## src/rtl/mem_access_gate.sv

```systemverilog
// rtl/mem_access_gate.sv - registered PMP check gate between core memory port and system bus
module mem_access_gate #(
    parameter bit          pmp_enable     = 1'b1,
    parameter int unsigned timeout_cycles = 255
) (
    input  logic        clk,
    input  logic        rst,
    input  logic        req_valid,
    output logic        req_ready,
    input  logic        req_instr,
    input  logic [31:0] req_addr,
    input  logic [31:0] req_wdata,
    input  logic [3:0]  req_wstrb,
    input  logic [1:0]  req_priv,
    output logic        chk_valid,
    output logic        chk_instr,
    output logic [31:0] chk_addr,
    output logic [3:0]  chk_wstrb,
    output logic [1:0]  chk_priv,
    input  logic        chk_exception,
    input  logic [31:0] chk_etval,
    input  logic [3:0]  chk_ecause,
    output logic        mem_valid,
    output logic        mem_instr,
    output logic [31:0] mem_addr,
    output logic [31:0] mem_wdata,
    output logic [3:0]  mem_wstrb,
    input  logic        mem_ready,
    input  logic [31:0] mem_rdata,
    output logic        rsp_valid,
    output logic [31:0] rsp_rdata,
    output logic        rsp_exception,
    output logic [31:0] rsp_etval,
    output logic [3:0]  rsp_ecause
);

    typedef enum logic [1:0] {IDLE, CHECK, BUS, RESP} state_t;

    localparam bit          TIMEOUT_EN   = (timeout_cycles != 0);
    localparam logic [15:0] TIMEOUT_LAST = 16'(timeout_cycles - 1);

    state_t      state, state_n;

    logic        instr_q;
    logic [31:0] addr_q;
    logic [31:0] wdata_q;
    logic [3:0]  wstrb_q;
    logic [1:0]  priv_q;
    logic [15:0] cnt_q;
    logic [31:0] rdata_q;
    logic        exc_q;
    logic [31:0] etval_q;
    logic [3:0]  ecause_q;

    logic        deny;
    logic        timeout_hit;
    logic [3:0]  timeout_cause;

    assign deny          = pmp_enable && chk_exception;
    assign timeout_hit   = TIMEOUT_EN && (cnt_q == TIMEOUT_LAST);
    assign timeout_cause = instr_q ? 4'd1 : ((wstrb_q != 4'h0) ? 4'd7 : 4'd5);

    always_ff @(posedge clk) begin
        if (!rst) begin
            state <= IDLE;
        end else begin
            state <= state_n;
        end
    end

    // Completion is tested before the watchdog so a ready on the expiry cycle wins.
    always_comb begin
        state_n = state;
        case (state)
            IDLE:    if (req_valid) state_n = CHECK;
            CHECK:   state_n = deny ? RESP : BUS;
            BUS:     if (mem_ready || timeout_hit) state_n = RESP;
            RESP:    state_n = IDLE;
            default: state_n = IDLE;
        endcase
    end

    always_ff @(posedge clk) begin
        if (!rst) begin
            instr_q  <= 1'b0;
            addr_q   <= 32'h0;
            wdata_q  <= 32'h0;
            wstrb_q  <= 4'h0;
            priv_q   <= 2'b00;
            cnt_q    <= 16'h0;
            rdata_q  <= 32'h0;
            exc_q    <= 1'b0;
            etval_q  <= 32'h0;
            ecause_q <= 4'h0;
        end else begin
            case (state)
                IDLE: begin
                    if (req_valid) begin
                        instr_q  <= req_instr;
                        addr_q   <= req_addr;
                        wdata_q  <= req_wdata;
                        wstrb_q  <= req_wstrb;
                        priv_q   <= req_priv;
                        rdata_q  <= 32'h0;
                        exc_q    <= 1'b0;
                        etval_q  <= 32'h0;
                        ecause_q <= 4'h0;
                    end
                end
                CHECK: begin
                    cnt_q <= 16'h0;
                    if (deny) begin
                        exc_q    <= 1'b1;
                        etval_q  <= chk_etval;
                        ecause_q <= chk_ecause;
                    end
                end
                BUS: begin
                    if (mem_ready) begin
                        rdata_q <= (wstrb_q == 4'h0) ? mem_rdata : 32'h0;
                    end else begin
                        cnt_q <= cnt_q + 16'h1;
                        if (timeout_hit) begin
                            exc_q    <= 1'b1;
                            etval_q  <= addr_q;
                            ecause_q <= timeout_cause;
                        end
                    end
                end
                default: ;
            endcase
        end
    end

    always_comb begin
        req_ready     = 1'b0;
        chk_valid     = 1'b0;
        chk_instr     = 1'b0;
        chk_addr      = 32'h0;
        chk_wstrb     = 4'h0;
        chk_priv      = 2'b00;
        mem_valid     = 1'b0;
        mem_instr     = 1'b0;
        mem_addr      = 32'h0;
        mem_wdata     = 32'h0;
        mem_wstrb     = 4'h0;
        rsp_valid     = 1'b0;
        rsp_rdata     = 32'h0;
        rsp_exception = 1'b0;
        rsp_etval     = 32'h0;
        rsp_ecause    = 4'h0;
        case (state)
            IDLE: req_ready = 1'b1;
            CHECK: begin
                chk_valid = 1'b1;
                chk_instr = instr_q;
                chk_addr  = addr_q;
                chk_wstrb = wstrb_q;
                chk_priv  = priv_q;
            end
            BUS: begin
                mem_valid = 1'b1;
                mem_instr = instr_q;
                mem_addr  = addr_q;
                mem_wdata = wdata_q;
                mem_wstrb = wstrb_q;
            end
            RESP: begin
                rsp_valid     = 1'b1;
                rsp_rdata     = rdata_q;
                rsp_exception = exc_q;
                rsp_etval     = etval_q;
                rsp_ecause    = ecause_q;
            end
            default: ;
        endcase
    end

endmodule
```

## config.mk

```make
export PLATFORM = sky130hd
export DESIGN_NAME = mem_access_gate
export DESIGN_NICKNAME = d
export VERILOG_FILES = /design/src/rtl/mem_access_gate.sv
export SDC_FILE = /design/constraint.sdc
export NUM_CORES = 1
export LEC_CHECK = 0
export ABC_AREA = 1
export CORE_ASPECT_RATIO = 0.6
export CORE_UTILIZATION = 25
export DETAILED_ROUTE_END_ITERATION = 10
export PLACE_DENSITY = 0.52
export SLEW_MARGIN = 0
export SYNTH_ARGS = -nofsm -noshare
export SYNTH_HDL_FRONTEND = slang
export SYNTH_SLANG_ARGS = --single-unit
export TNS_END_PERCENT = 50
```

## constraint.sdc

```tcl
create_clock -name clk -period 2.8 [get_ports clk]
set_input_delay 0.28 -clock clk [delete_from_list [all_inputs] [get_ports clk]]
set_output_delay 0.28 -clock clk [all_outputs]
set_load 0.03 [all_outputs]
```

=== Yosys cells after proc, flatten, opt, wreduce, memory -nomap -nowiden ===
Cells that the tools add are included.

* Memories: 0
* Bits of input ports: 144
* Latch bits: 0
* Bits in writable memories: 0
* Logic and storage cells: 76
* Output and inout port bits: 181
* Bits in read-only memories: 0
* Bits in registers: 158

* Multiply operators: 0
* Reduce and logical (&&, ||, !) cells: 12
* Order comparisons: 0
* Shift-type cells: 0
* Eq/ne operators: 10
* Multiplexer cells: 42
* Bitwise logic cells: 0
* Divide/modulo/power cells: 0
* Add/subtract/negate cells: 1

{| class="wikitable"
|+ Operators with widths
! cell !! number
|-
| 2-to-1 mux 32 bit || 11
|-
| case mux 32 bit (3 select lines) || 1
|-
| case mux 32 bit (2 select lines) || 1
|-
| case mux 16 bit (2 select lines) || 1
|-
| 2-to-1 mux 4 bit || 7
|-
| adder 16 x 1 -> 16 bit (second input constant) || 1
|-
| equality test 16 x 8 -> 1 bit (second input constant) || 1
|-
| 2-to-1 mux 16 bit || 1
|-
| 2-to-1 mux 1 bit || 12
|-
| != test 2 bit (second input constant) || 6
|-
| case mux 4 bit (3 select lines) || 1
|-
| 2-to-1 mux 2 bit || 4
|-
| case mux 2 bit (4 select lines) || 1
|-
| AND reduction 2 bit || 3
|-
| AND reduction 5 bit || 1
|-
| equality test 2 bit (second input constant) || 2
|-
| zero test 4 bit || 1
|-
| nonzero test 2 bit || 2
|-
| nonzero test 4 bit || 1
|-
| 2-to-1 mux 3 bit || 1
|-
| case mux 1 bit (3 select lines) || 1
|-
| AND reduction 3 bit || 1
|-
| nonzero test 3 bit || 1
|-
| equality test 2 x 1 -> 1 bit (second input constant) || 1
|-
| 2 further kinds || 2
|}

=== Logic depth before layout (Yosys ltp) ===
* Word-level depth: 6
* Mapped depth: 10

=== Worst setup path after synthesis ===
Ideal clock, no wire load.

* Path type: register -> output
* From: register state[0]
* To: output mem_wdata[11]
* Required time: 2.520 ns
* Buffers on the path: 3
* Cell stages (with the launch flop): 8
* Data arrival time: 1.824 ns
* Slack: 0.696 ns
* Cell sequence: dfxtp_1 -> inv_1 -> ha_1 -> buf_6 -> clkbuf_1 -> clkbuf_1 -> nand2_1 -> inv_1

* Cells in the longest elaborated chain, start to end: 2

{| class="wikitable"
|+ RTL lines
! element !! line !! text
|-
| from (decl) || 42 || <nowiki>state_t state, state_n;</nowiki>
|-
| from (signal assigned) || 67 || <nowiki>state <= state_n;</nowiki>
|-
| equality test 2 bit || 152 || <nowiki>case (state)</nowiki>
|-
| 2-to-1 mux 32 bit || 152 ||
|-
| to (decl) || 26 || <nowiki>output logic [31:0] mem_wdata,</nowiki>
|}

No other way between the ends.

=== Worst setup path in the final report ===
* From: register state[0]
* To: output rsp_etval[4]

* Cells in the longest elaborated chain, start to end: 2

{| class="wikitable"
|+ RTL lines
! element !! line !! text
|-
| equality test 2 bit || 152 ||
|-
| 2-to-1 mux 32 bit || 152 ||
|-
| to (decl) || 33 || <nowiki>output logic [31:0] rsp_etval,</nowiki>
|}

No other way between the ends.

==> impl_metrics.tcl <==
set metrics [dict create \
    crit_chain "ha_2 -> buf_12 -> nand2_1 -> inv_1 -> clkdlybuf4s50_1" \
    clock_latency_reported_for_the_late_side_of_the_worst_skew_pair_ns 0.44 \
    drive_gt1_share_pct 5.42 \
    setup.worst_path.class "reg2out" \
    floorplan.core_area_um2 30500 \
    startpoint_type "flip-flop" \
    number_of_drc_markers_after_the_initial_detailed_route_iteration 434 \
    avgViaCountPerCell 4.41 \
    crit_path_max_fanout 71 \
    die_w_um 231 \
    die_area_um2 32200 \
    timing.critical_path.arrival_ns 2.42 \
    crit_slowest_cell "sky130_fd_sc_hd__clkdlybuf4s50_1" \
    antenna_violations_before_repair 4 \
    grt_usage_pct 18.9 \
    route.final.wire_length_um 30900 \
    totalNegativeSetupSlack_ns 0 \
    cts_buffers 17 \
    dominantRegCellSynth "sky130_fd_sc_hd__dfxtp_1" \
    global_route.overflow_total 0 \
    design.final.nets 1651 \
    normalized_max_slew_margin_pct 36.8 \
    setup_viol 0 \
    max_freq_mhz 370 \
    first_pass_iters 5 \
    ant_nets 0 \
    areaGrowthSynthToFinish_pct 53.8 \
    place.gp.congestion 0.820 \
    critical-path-max-stage-delay_ns 0.68 \
    grt_pass1_wl_um 47100 \
    start_util_pct 25.8 \
    finalMaxSlewViolations 0 \
    grt_pass1_vias 8025 \
    boundaryPins 325 \
    post_synth_num_cell_types 31 \
    floorplan.die.height_um 139 \
    power_density_nw_per_um2 886 \
    cts-htree-levels 4 \
    cts_sinks 158 \
    clkSlewWorstSetupHoldPaths_ns 0.06 \
    drc_violations_left 0 \
    irDropWorstVdd_mv 0.579 \
    min_period_ns 2.70 \
    fin_skew_ns 0.00920 \
    drv.max_cap_violation_count 0 \
    clockRootBuffer "sky130_fd_sc_hd__clkbuf_16" \
    hold_violations 0 \
    cp_data_required_time_ns 2.52 \
    ys_ff_latch 158 \
    syn_avg_cell_area_um2 6.44 \
    number_of_synthesized_flops_with_an_enable_pin 0 \
    worst-slew-pin-transition_ns 0.947 \
    io_buffer_count 324 \
    end_kind "output pin" \
    tritoncts "yes" \
    seq_area_frac_synth_pct 40.2 \
    post_synthesis_cell_count 1222 \
    share_of_the_cycle_needed_by_the_critical_path_after_routing_pct 96.6 \
    synth-warning-count 0 \
    post_synthesis_instance_area_um2 7870 \
    clockBufferDepth 2 \
    outcome "completed" \
    fin_total_pwr_mw 10.7 \
    grt_start_max_net_pins 74 \
    worst_hold_path_type "in2reg" \
    num_vias 8471 \
    wire_per_inst_um 16.1 \
    row_count 49 \
    synth-async-reset-ratio_pct 0 \
    post_synth_net_total 1372 \
    unrepaired_setup_endpoints_after_global_routing "no" \
    power_leakage_nw 5.88 \
    filler_cell_count 3237 \
    place_hpwl_um 21700 \
]
==> registers in the layout (all words and copies together) (netlist names) <==
name	flops
addr_q	32
etval_q	32
wdata_q	32
cnt_q	16
wstrb_q	4
exc_q	1
state	2
instr_q	1
rdata_q	32
priv_q	2
ecause_q	4
==> stage by stage <==
step | cell area [µm²] | util, % | setup WS [ns] | hold WS, ns | instances
floorplan | 7870 | - | 0.696 | 0.437 | 1222
global placement | 11300 | 37.2 | 0.516 | 0.449 | 1889
detailed placement | 11300 | 37.2 | 0.448 | 0.454 | 1889
CTS | 12100 | 39.6 | 0.0298 | 0.352 | 1920
global route | 12100 | 39.7 | 0.00234 | 0.400 | 1921
finish | 12100 | 39.7 | 0.0958 | 0.371 | 1922
==> per-layer routing <==
layer / routed length (µm) / track usage [%] / up-vias
li1: - / - / 4318
met4: 301 / 4.81 / 6
met5: 42 / 0 / -
met1: 15300 / 26.6 / 3917
met3: 1870 / 5.27 / 23
met2: 13400 / 28.2 / 207
==> power breakdown <==
part           switching [mW]  leakage (nW)  internal (mW)
sequential              0.371          1.30           2.77
combinational            3.15          4.24           1.56
clock                    1.02         0.344           1.85
==> cells by family after synthesis <==
logic type                 after synthesis  share of synthesized area [%]
AOI/OAI and AO/OA                      228                           15.1
adders and majority gates                6                          0.954
buffers and inverters                  283                           15.7
DFF                                    158                           40.2
and+or+nand+nor                        546                           27.9
xor gates and xnor gates                 1                          0.111
==> cells in the mapped netlist, types with 4 or more instances <==
| master | n | area, µm² |
|---|---|---|
| sky130_fd_sc_hd__nand2_1 | 283 | 1060 |
| sky130_fd_sc_hd__inv_1 | 195 | 732 |
| sky130_fd_sc_hd__nor2_1 | 169 | 634 |
| sky130_fd_sc_hd__dfxtp_1 | 158 | 3160 |
| sky130_fd_sc_hd__a21oi_1 | 134 | 671 |
| sky130_fd_sc_hd__o21ai_0 | 78 | 390 |
| sky130_fd_sc_hd__clkbuf_1 | 46 | 173 |
| sky130_fd_sc_hd__nand3_1 | 46 | 230 |
| sky130_fd_sc_hd__nor3_1 | 30 | 150 |
| sky130_fd_sc_hd__buf_2 | 14 | 70.1 |
| sky130_fd_sc_hd__buf_6 | 8 | 90.1 |
| sky130_fd_sc_hd__a21oi_2 | 7 | 61.3 |
| sky130_fd_sc_hd__nand4_1 | 7 | 43.8 |
| sky130_fd_sc_hd__ha_1 | 6 | 75.1 |
| sky130_fd_sc_hd__inv_2 | 6 | 22.5 |
| sky130_fd_sc_hd__nand2_2 | 6 | 37.5 |
| sky130_fd_sc_hd__buf_1 | 4 | 15.0 |
==> final timing paths <==
check	startpoint	cells past startpoint	to	slack [ns]
worst min-delay path	rst	6	cnt_q[15]$_SDFFE_PN0P_	0.37
worst max-delay path	state[0]$_SDFFE_PN0P_	5	rsp_etval[4]	0.1
worst max register to register	state[0]$_SDFFE_PN0P_	8	rdata_q[26]$_SDFFE_PN0P_	0.47
worst min register to register	etval_q[6]$_SDFFE_PN0P_	2	etval_q[6]$_SDFFE_PN0P_	0.46
==> cell type report <==
cell class / instances / area [µm²] / share of cell area [%]
inverter: 201 / 754 / 6.23
sequential: 158 / 3160 / 26.1
clock buffer: 17 / 425 / 3.51
antenna: 1 / 2.50 / 0.0207
multi-input combinational: 781 / 3520 / 29.0
tap: 408 / 510 / 4.22
clock inverter: 14 / 288 / 2.38
timing repair buffer: 342 / 3450 / 28.5
==> critical path, delay by kind of cell (launching register included) <==
| family | cells | cell delay [ns] |
|---|---|---|
| buffers and inverters | 3 | 1.08 |
| flip-flops | 1 | 0.48 |
| adder cells (fa/ha/maj) | 1 | 0.25 |
| AND/OR/NAND/NOR | 1 | 0.13 |
==> what timing repair did <==
action,4_1_cts,5_1_grt
setup buffers,0,1
gates resized for setup,1,10
endpoints found under the setup margin,32,44
hold buffers,0,0
pin swaps,0,0
==> cell usage in the layout, fill, tap and decap left out, drive strengths merged, types with 9 or more instances in the layout <==
master         synthesis  layout
clkbuf                48      17
buf                   30      19
o21ai                 80      80
nor2                 172     172
clkdlybuf4s50          0     314
dfxtp                158     158
nand3                 46      46
nand2                289     289
inv                  201     202
nor3                  30      30
dlymetal6s2s           1       9
a21oi                141     141
(Power assumes the default switching activity.)
